==> config.mk <==
export PLATFORM = sky130hd
export DESIGN_NAME = pin_capture
export DESIGN_NICKNAME = d
export VERILOG_FILES = /design/src/rtl/pin_capture.sv
export SDC_FILE = /design/constraint.sdc
export NUM_CORES = 1
export LEC_CHECK = 0
export ABC_AREA = 1
export CAP_MARGIN = 10
export CORE_MARGIN = 2
export CORE_UTILIZATION = 35
export CTS_BUF_LIST = sky130_fd_sc_hd__clkbuf_16
export DETAILED_ROUTE_END_ITERATION = 10
export PLACE_DENSITY = 0.55
export SETUP_SLACK_MARGIN = 0.3
export SYNTH_ARGS = -nofsm -noshare
export SYNTH_HDL_FRONTEND = slang
export SYNTH_SLANG_ARGS = --single-unit
==> constraint.sdc <==
create_clock -name clk600 -period 1.7 [get_ports clk600]
set_clock_uncertainty 0.1 [all_clocks]
set_input_delay 0.425 -clock clk600 [delete_from_list [all_inputs] [get_ports clk600]]
set_output_delay 0.425 -clock clk600 [all_outputs]
set_load 0.02 [all_outputs]
==> src/rtl/pin_capture.sv <==
// Pin capture: synchronizes pin_in, detects rising edges, and reports the first
// edge phase of each 8-cycle frame. Optional glitch filter: PIN_CAPT_FILTER_EN.
module pin_capture #(
    parameter int SYNC_STAGES = 2,
    parameter int MIN_WIDTH   = 3
) (
    input  logic       clk600,
    input  logic       rst_n,
    input  logic       pin_in,
    output logic       pin_out,
    output logic       str,
    output logic [2:0] ptime
);

    if (SYNC_STAGES < 2 || SYNC_STAGES > 4) begin : g_bad_sync
        $error("pin_capture: SYNC_STAGES must be 2..4");
    end
    if (MIN_WIDTH < 1 || MIN_WIDTH > 15) begin : g_bad_width
        $error("pin_capture: MIN_WIDTH must be 1..15");
    end

    logic [2:0]             ph;
    logic [SYNC_STAGES-1:0] sync_q;
    logic                   sync_last;
    logic                   level;
    logic                   level_prev;
    logic                   edge_hit;
    logic                   ev;
    logic [2:0]             cap;

    assign sync_last = sync_q[SYNC_STAGES-1];

    always_ff @(posedge clk600 or negedge rst_n) begin
        if (!rst_n) begin
            sync_q <= '0;
        end else begin
            sync_q <= {sync_q[SYNC_STAGES-2:0], pin_in};
        end
    end

`ifdef PIN_CAPT_FILTER_EN
    logic [3:0] filt_cnt;
    logic       filt_q;

    // The output level only moves once the new level has persisted MIN_WIDTH cycles.
    always_ff @(posedge clk600 or negedge rst_n) begin
        if (!rst_n) begin
            filt_cnt <= 4'd0;
            filt_q   <= 1'b0;
        end else if (sync_last == filt_q) begin
            filt_cnt <= 4'd0;
        end else if (filt_cnt == 4'(MIN_WIDTH - 1)) begin
            filt_cnt <= 4'd0;
            filt_q   <= sync_last;
        end else begin
            filt_cnt <= filt_cnt + 4'd1;
        end
    end

    assign level = filt_q;
`else
    assign level = sync_last;
`endif

    assign pin_out  = level;
    assign edge_hit = level & ~level_prev;

    always_ff @(posedge clk600 or negedge rst_n) begin
        if (!rst_n) begin
            ph         <= 3'd0;
            level_prev <= 1'b0;
            ev         <= 1'b0;
            cap        <= 3'd0;
            str        <= 1'b0;
            ptime      <= 3'd0;
        end else begin
            ph         <= ph + 3'd1;
            level_prev <= level;
            str        <= 1'b0;
            if (ph == 3'd7) begin
                // An edge in the last cycle still belongs to the closing frame.
                str <= ev | edge_hit;
                if (ev) begin
                    ptime <= cap;
                end else if (edge_hit) begin
                    ptime <= ph;
                end
                ev <= 1'b0;
            end else if (edge_hit && !ev) begin
                cap <= ph;
                ev  <= 1'b1;
            end
        end
    end

endmodule

Yosys cells after proc, flatten, opt, wreduce, memory -nomap -nowiden
Cells that the tools add are included.

Register bits after elaboration: 14. Bits of input ports: 3.

$add $sub $neg: 1. Equal/unequal tests: 1. Mux-type cells: 5. Bitwise logic cells: 4. Reductions and logical operators: 6.

Operators by type and width (number): 2-to-1 mux 3 bit (2); AND reduction 2 bit (2); nonzero test 2 bit (2); adder 3 x 1 -> 3 bit (second input constant) (1); equality test 3 bit (second input constant) (1); 2-to-1 mux 1 bit (3); inverter 1 bit (2); AND 1 bit (1); logical AND 1 bit (1); zero test 1 bit (1); bitwise OR 1 bit (1).

Depth between registers and ports, before layout
Gate-level depths: netlist of run 1.

Word-level depth: 5. Mapped depth: 6. Depth with buffers taken out: 6.

Worst setup path before layout of run 1
OpenSTA, ideal clock, no wires.

Path type: reg-to-reg. Start: reg ph[0]. End: reg cap[1]. Data arrival time: 1.096 ns. Slack: 0.387 ns. Cell stages (with the launch flop): 7. Path buffers: 0. Period minus slack after synthesis: 1.313 ns. Cell sequence: dfrtp_1 -> ha_1 -> ha_1 -> inv_2 -> nand3_2 -> nand2_1 -> nand2_1.

Longest elaborated chain between the ends: 3.

Ends and longest elaborated chain: start, declared (RTL line 22) `logic [2:0] ph;`; start signal, assigned (RTL line 77) `ph <= ph + 3'd1;`; equality test 3 bit (RTL line 80) `if (ph == 3'd7) begin`; inverter 1 bit (no line); AND reduction 2 bit (no line); end signal, assigned (RTL line 90) `cap <= ph;`; end, declared (RTL line 29) `logic [2:0] cap;`.

No other way between the ends. A chain may end at the register's enable or synchronous reset.

Worst setup path after layout of run 1
Start: reg sync_q[1]. End: out pin_out.

RTL lines: start, declared (RTL line 23) `logic [SYNC_STAGES-1:0] sync_q;`; start signal, assigned (RTL line 37) `sync_q <= {sync_q[SYNC_STAGES-2:0], pin_in};`; end, declared (RTL line 10) `output logic pin_out,`.

No word-level cell between the ends.

==> results of run 1 <==
## flip-flops by register name (all words and copies together) (netlist names)
name        count
cap             3
ev              1
level_prev      1
ph              3
ptime           3
str             1
sync_q          2
## cells in the mapped netlist
cell / n
inv_2: 3
inv_1: 3
nand2_1: 21
nand2_4: 1
ha_1: 2
dfrtp_1: 14
nand3_2: 1
nand4_1: 3
nor2_4: 1
nand2_2: 2
nand3_1: 3
a21oi_1: 1
## worst max-delay path by stage
stage,slack [ps],from,end,depth (start not counted)
2_1_floorplan,390,ph[0],cap[1],6
3_3_place_gp,200,sync_q[1],pin_out,1
3_5_place_dp,180,sync_q[1],pin_out,1
4_1_cts,300,str,str,1
5_1_grt,300,ph[0],cap[2],6
6_report,350,sync_q[1],pin_out,1
## area by class of cell
| class | instances | area, sq um |
|---|---|---|
| Fill cell | 135 | 782 |
| Sequential cell | 14 | 350 |
| Multi-Input combinational cell | 35 | 200 |
| Clock buffer | 3 | 75.1 |
| Timing Repair Buffer | 8 | 52.6 |
| Inverter | 6 | 22.5 |
| Tap cell | 16 | 20.0 |
| Clock inverter | 1 | 3.75 |
## routing by layer
layer	track usage, %	vias up
met5	0	-
met3	3.67	5
li1	-	195
met4	10.9	0
met2	16.8	9
met1	13.4	182
## where the power goes
part | internal [mW] | leakage, nW | total [mW] | switching [mW]
clock network | 0.311 | 0.0385 | 0.449 | 0.138
registers | 0.364 | 0.176 | 0.380 | 0.0162
logic | 0.0323 | 0.175 | 0.0886 | 0.0563
total | 0.707 | 0.390 | 0.918 | 0.211
## cells by family (layout without fill, tap and decap cells)
family                     Yosys count  in the layout  synth area share [%]
adders and majority gates            2              2                  4.46
and+or+nand+nor                     32             32                  28.1
buffers and inverters                6             18                  4.02
AOI/OAI and AO/OA                    1              1                 0.892
DFF                                 14             14                  62.5
## cell usage in the layout (no fill, tap or decap), types with 2 or more instances in the layout
cell             count
nand3_1              3
inv_2                3
clkbuf_16            3
dfrtp_1             14
nand4_1              3
nand2_1             21
buf_2                4
clkdlybuf4s50_1      2
inv_1                3
nand2_2              2
## stage by stage
step / hold slack, ps / instance area, sq um / setup slack, ps
after floorplan: 29.4 / 561 / 387
after global placement: 246 / 658 / 198
after detailed placement: 242 / 658 / 177
after CTS: 252 / 738 / 302
after global routing: 265 / 724 / 302
final: 250 / 724 / 352
## timing repair
| action | CTS | global route |
|---|---|---|
| gates resized for setup | 16 | 5 |
| pin swaps | 0 | 0 |
| setup endpoints to repair | 8 | 6 |
==> impl_metrics.toml, run 1 <==
[power_and_ir_drop]
p_total_uw = 918
power_density_nw_per_um2 = 1270
ir_drop_mv = 0.649
p_leak_nw = 0.390

[outcome]
status = "finished clean"

[critical_path]
worstPathArrival_ps = 820
crit_chain = "buf_2"
worstPathRequired_ps = 1170
cp_slowest_cell = "dfrtp_1"
worst-setup-path-type = "flop to output port"
slowest_delay_ps = 410
endpoint_kind = "output port"
crit_buf_inv = 1
worst-path-max-fanout = 4
r2r-end = "cap[0]"
start_kind = "flop"
rrSetupSlack_ps = 370
r2r_cells = 6
r2r_start = "ph[0]"
crit_family = "flip-flops"

[routing]
vias = 391
top_layer = "met4"
wire_per_inst_um = 10.6
dr.pass1.iters = 4
met3_length_um = 54
drtIter0Drc = 7
ant_nets = 0
via_per_inst = 4.71
wl_met1_um = 396
dr_wl_met2_um = 389
wirelength_um = 883
drc = 0

[clocking]
numCtsBuffers = 3
cts_buffer_depth = 2
root_buffer = "clkbuf_16"
postCtsSetupBuffers = 0
cts_max_level = 1
path_clk_slew_ps = 50
cts_tree = "done"
hold_buffers = 0
cts_sinks = 14
insertion_delay_ps = 240

[yosys]
yosys_warnings = 0
ys_seq_elements = 14
synth_area_sq_um = 561
syn_inst = 55
synth_area_leader_cell = "dfrtp_1"
syn_avg_cell_area_sq_um = 10.2
syn_nets = 60
ys_types = 12
yosysSeqAreaShare_pct = 62.5
synth_top_area_share_pct = 62.5
synthTopCellsByArea = "dfrtp_1 (63%), nand2_1 (14%), ha_1 (4.5%)"

[cells_and_area]
syn2layout_area_growth_pct = 29.2
antenna_cells = 0
fin_cells = 83
fin_util_pct = 48.1
drive_above_1_share_pct = 26.9
fin_nets = 73

[hold_path]
hold-path-endpoint = "sync_q[1]"
min_path_cells = 0
min_from = "sync_q[0]"
hold_class = "flop to flop"

[place]
place.gp.congestion = 0.819
io_buffers = 7
dp_cells = 79
place_hpwl_um = 590

[sta]
timing.setup.tns_ps = 0
rsz0062_at_grt = "no"
period_needed_ps = 1350
hold_viol = 0
fin_crit_sh_pct = 79.3
timing.fmax_ghz = 0.742
maxSlewViolCount = 0
timing.slew.headroom_pct = 88.2
worst_pin_slew_ps = 177
setup_viol = 0

[global_route]
grt_usage_pct = 11.6
grt_overflow = 0
grt_max_degree = 15
grt_pass1_vias = 384
antenna_found_initial = 0
grt_first_pass_wirelength_um = 1530

[floorplan]
die-area_sq_um = 1940
start_util_pct = 37.2
die_w_um = 44.0
coreArea_sq_um = 1510
io-pin-count = 8
die_y_um = 44.0
rows = 14

[flow_run]
drv_cap = 0
Note: power is estimated with default switching activity, not from simulation.
==> run 2, diff against run 1 <==
- PLACE_DENSITY: 0.55 -> 0.57
- clock period: 1.7 -> 1.1 ns (I/O delays scaled with it)
==> impl_metrics.toml, run 2 (synthesis results as in run 1) <==
[sta]
worst_pin_slew_ps = 208
hold_viol = 0
timing.setup.tns_ps = -1070
worst_hold_slack_ps = 252
maxSlewViolCount = 0
layout_setup_ws_ps = -140
setup_viol = 13
timing.slew.headroom_pct = 86.1
period_needed_ps = 1240
timing.fmax_ghz = 0.806
rsz0062_at_grt = "yes"
fin_crit_sh_pct = 113

[clocking]
cts_tree = "done"
cts_buffer_depth = 2
cts_sinks = 14
insertion_delay_ps = 240
cts_max_level = 1
path_clk_slew_ps = 40
numCtsBuffers = 3
root_buffer = "clkbuf_16"

[place]
preCtsSetupSlack_ps = -203
place.gp.congestion = 0.733
dpl-instance-area_sq_um = 729
place_hpwl_um = 622
io_buffers = 7

[critical_path]
worstSetupEndpoint = "cap[0]"
worst-setup-path-type = "flop to flop"
r2r_cells = 6
rrSetupSlack_ps = -140
worstPathArrival_ps = 1270
endpoint_kind = "flop"
r2r-end = "cap[0]"
worstPathRequired_ps = 1130
r2r_start = "ph[1]"
worst-path-max-fanout = 6
start_kind = "flop"
startpoint = "ph[1]"

[power_and_ir_drop]
p_total_mw = 1.50
power_density_nw_per_um2 = 1690
p_leak_nw = 0.471
ir_drop_mv = 1.39

[routing]
dr.pass1.iters = 1
via_per_inst = 4.47
drtIter0Drc = 0
drc = 0
wire_per_inst_um = 10.3
vias = 420
wirelength_um = 970
ant_nets = 0

[global_route]
grt_usage_pct = 13.4
grt_overflow = 0
grt_first_pass_wirelength_um = 1750
grt_max_degree = 15
grt_pass1_vias = 403
antenna_found_initial = 0

[cells_and_area]
top_regs = "cap x3, ph x3, ptime x3"
fin_nets = 84
antenna_cells = 0
fin_area_sq_um = 888
drive_above_1_share_pct = 43.6
syn2layout_area_growth_pct = 58.5
mostFrequentLayoutCell = "nand2_1"
fill_cells = 130
final_cell_mix = "nand2_1 (19), dfrtp_1 (13), buf_4 (11)"

[floorplan]
coreArea_sq_um = 1510
io-pin-count = 8
die_y_um = 44.0
start_util_pct = 37.2
die_w_um = 44.0
rows = 14
die-area_sq_um = 1940

[hold_path]
hold_class = "flop to flop"

[outcome]
violations = "setup timing"
status = "finished with violations"

[flow_run]
drv_cap = 0
==> run 2: routing by layer <==
metal | share of wire [%] | track usage [%] | up-vias
met5 | 0 | 0 | -
met4 | 3.2 | 12.7 | 0
met3 | 6.3 | 5.31 | 4
met2 | 48 | 19.4 | 11
met1 | 42 | 14.8 | 185
li1 | - | - | 220
==> run 2: cell type report <==
type / count / area [sq um] / area share (%)
Clock inverter: 1 / 3.75 / 0.423
Inverter: 6 / 25.0 / 2.82
Sequential cell: 14 / 352 / 39.6
Tap cell: 16 / 20.0 / 2.25
Multi-Input combinational cell: 35 / 234 / 26.3
Clock buffer: 3 / 75.1 / 8.45
Timing Repair Buffer: 19 / 179 / 20.1
==> run 2: through the flow <==
stage / util [%] / std cells
after floorplan: - / 55
after global placement: 48.4 / 83
after detailed placement: 48.4 / 83
after CTS: 56.9 / 91
after global routing: 59.0 / 94
final: 59.0 / 94
==> run 2: report_power, final <==
part / internal (mW) / switching, mW / leakage [nW] / total (mW)
Clock: 0.479 / 0.200 / 0.0385 / 0.679
Combinational: 0.125 / 0.103 / 0.257 / 0.228
Sequential: 0.563 / 0.0290 / 0.175 / 0.592
Total: 1.17 / 0.332 / 0.471 / 1.50
==> run 2: worst min path at each step <==
stage / startpoint / to / slack, ps / depth (start not counted)
2_1_floorplan: rst_n / cap[0] / -120 / 0
3_3_place_gp: sync_q[0] / sync_q[1] / 240 / 0
3_5_place_dp: sync_q[0] / sync_q[1] / 240 / 0
4_1_cts: sync_q[0] / sync_q[1] / 260 / 0
5_1_grt: sync_q[0] / sync_q[1] / 260 / 0
6_report: sync_q[0] / sync_q[1] / 250 / 0
==> run 2: critical path, cell delays in order, from the launching register on <==
cell and delay [ps]:
dfrtp_1 400, ha_4 170, ha_4 180, inv_4 80
nand3_4 80, nand2_1 60, nand2_1 50
==> run 2: timing repair <==
action | CTS | global route
hold buffers | 0 | 0
resized for setup | 32 | 3
pin swaps | 3 | 0
setup endpoints to repair | 15 | 15
buffers inserted | 4 | 3
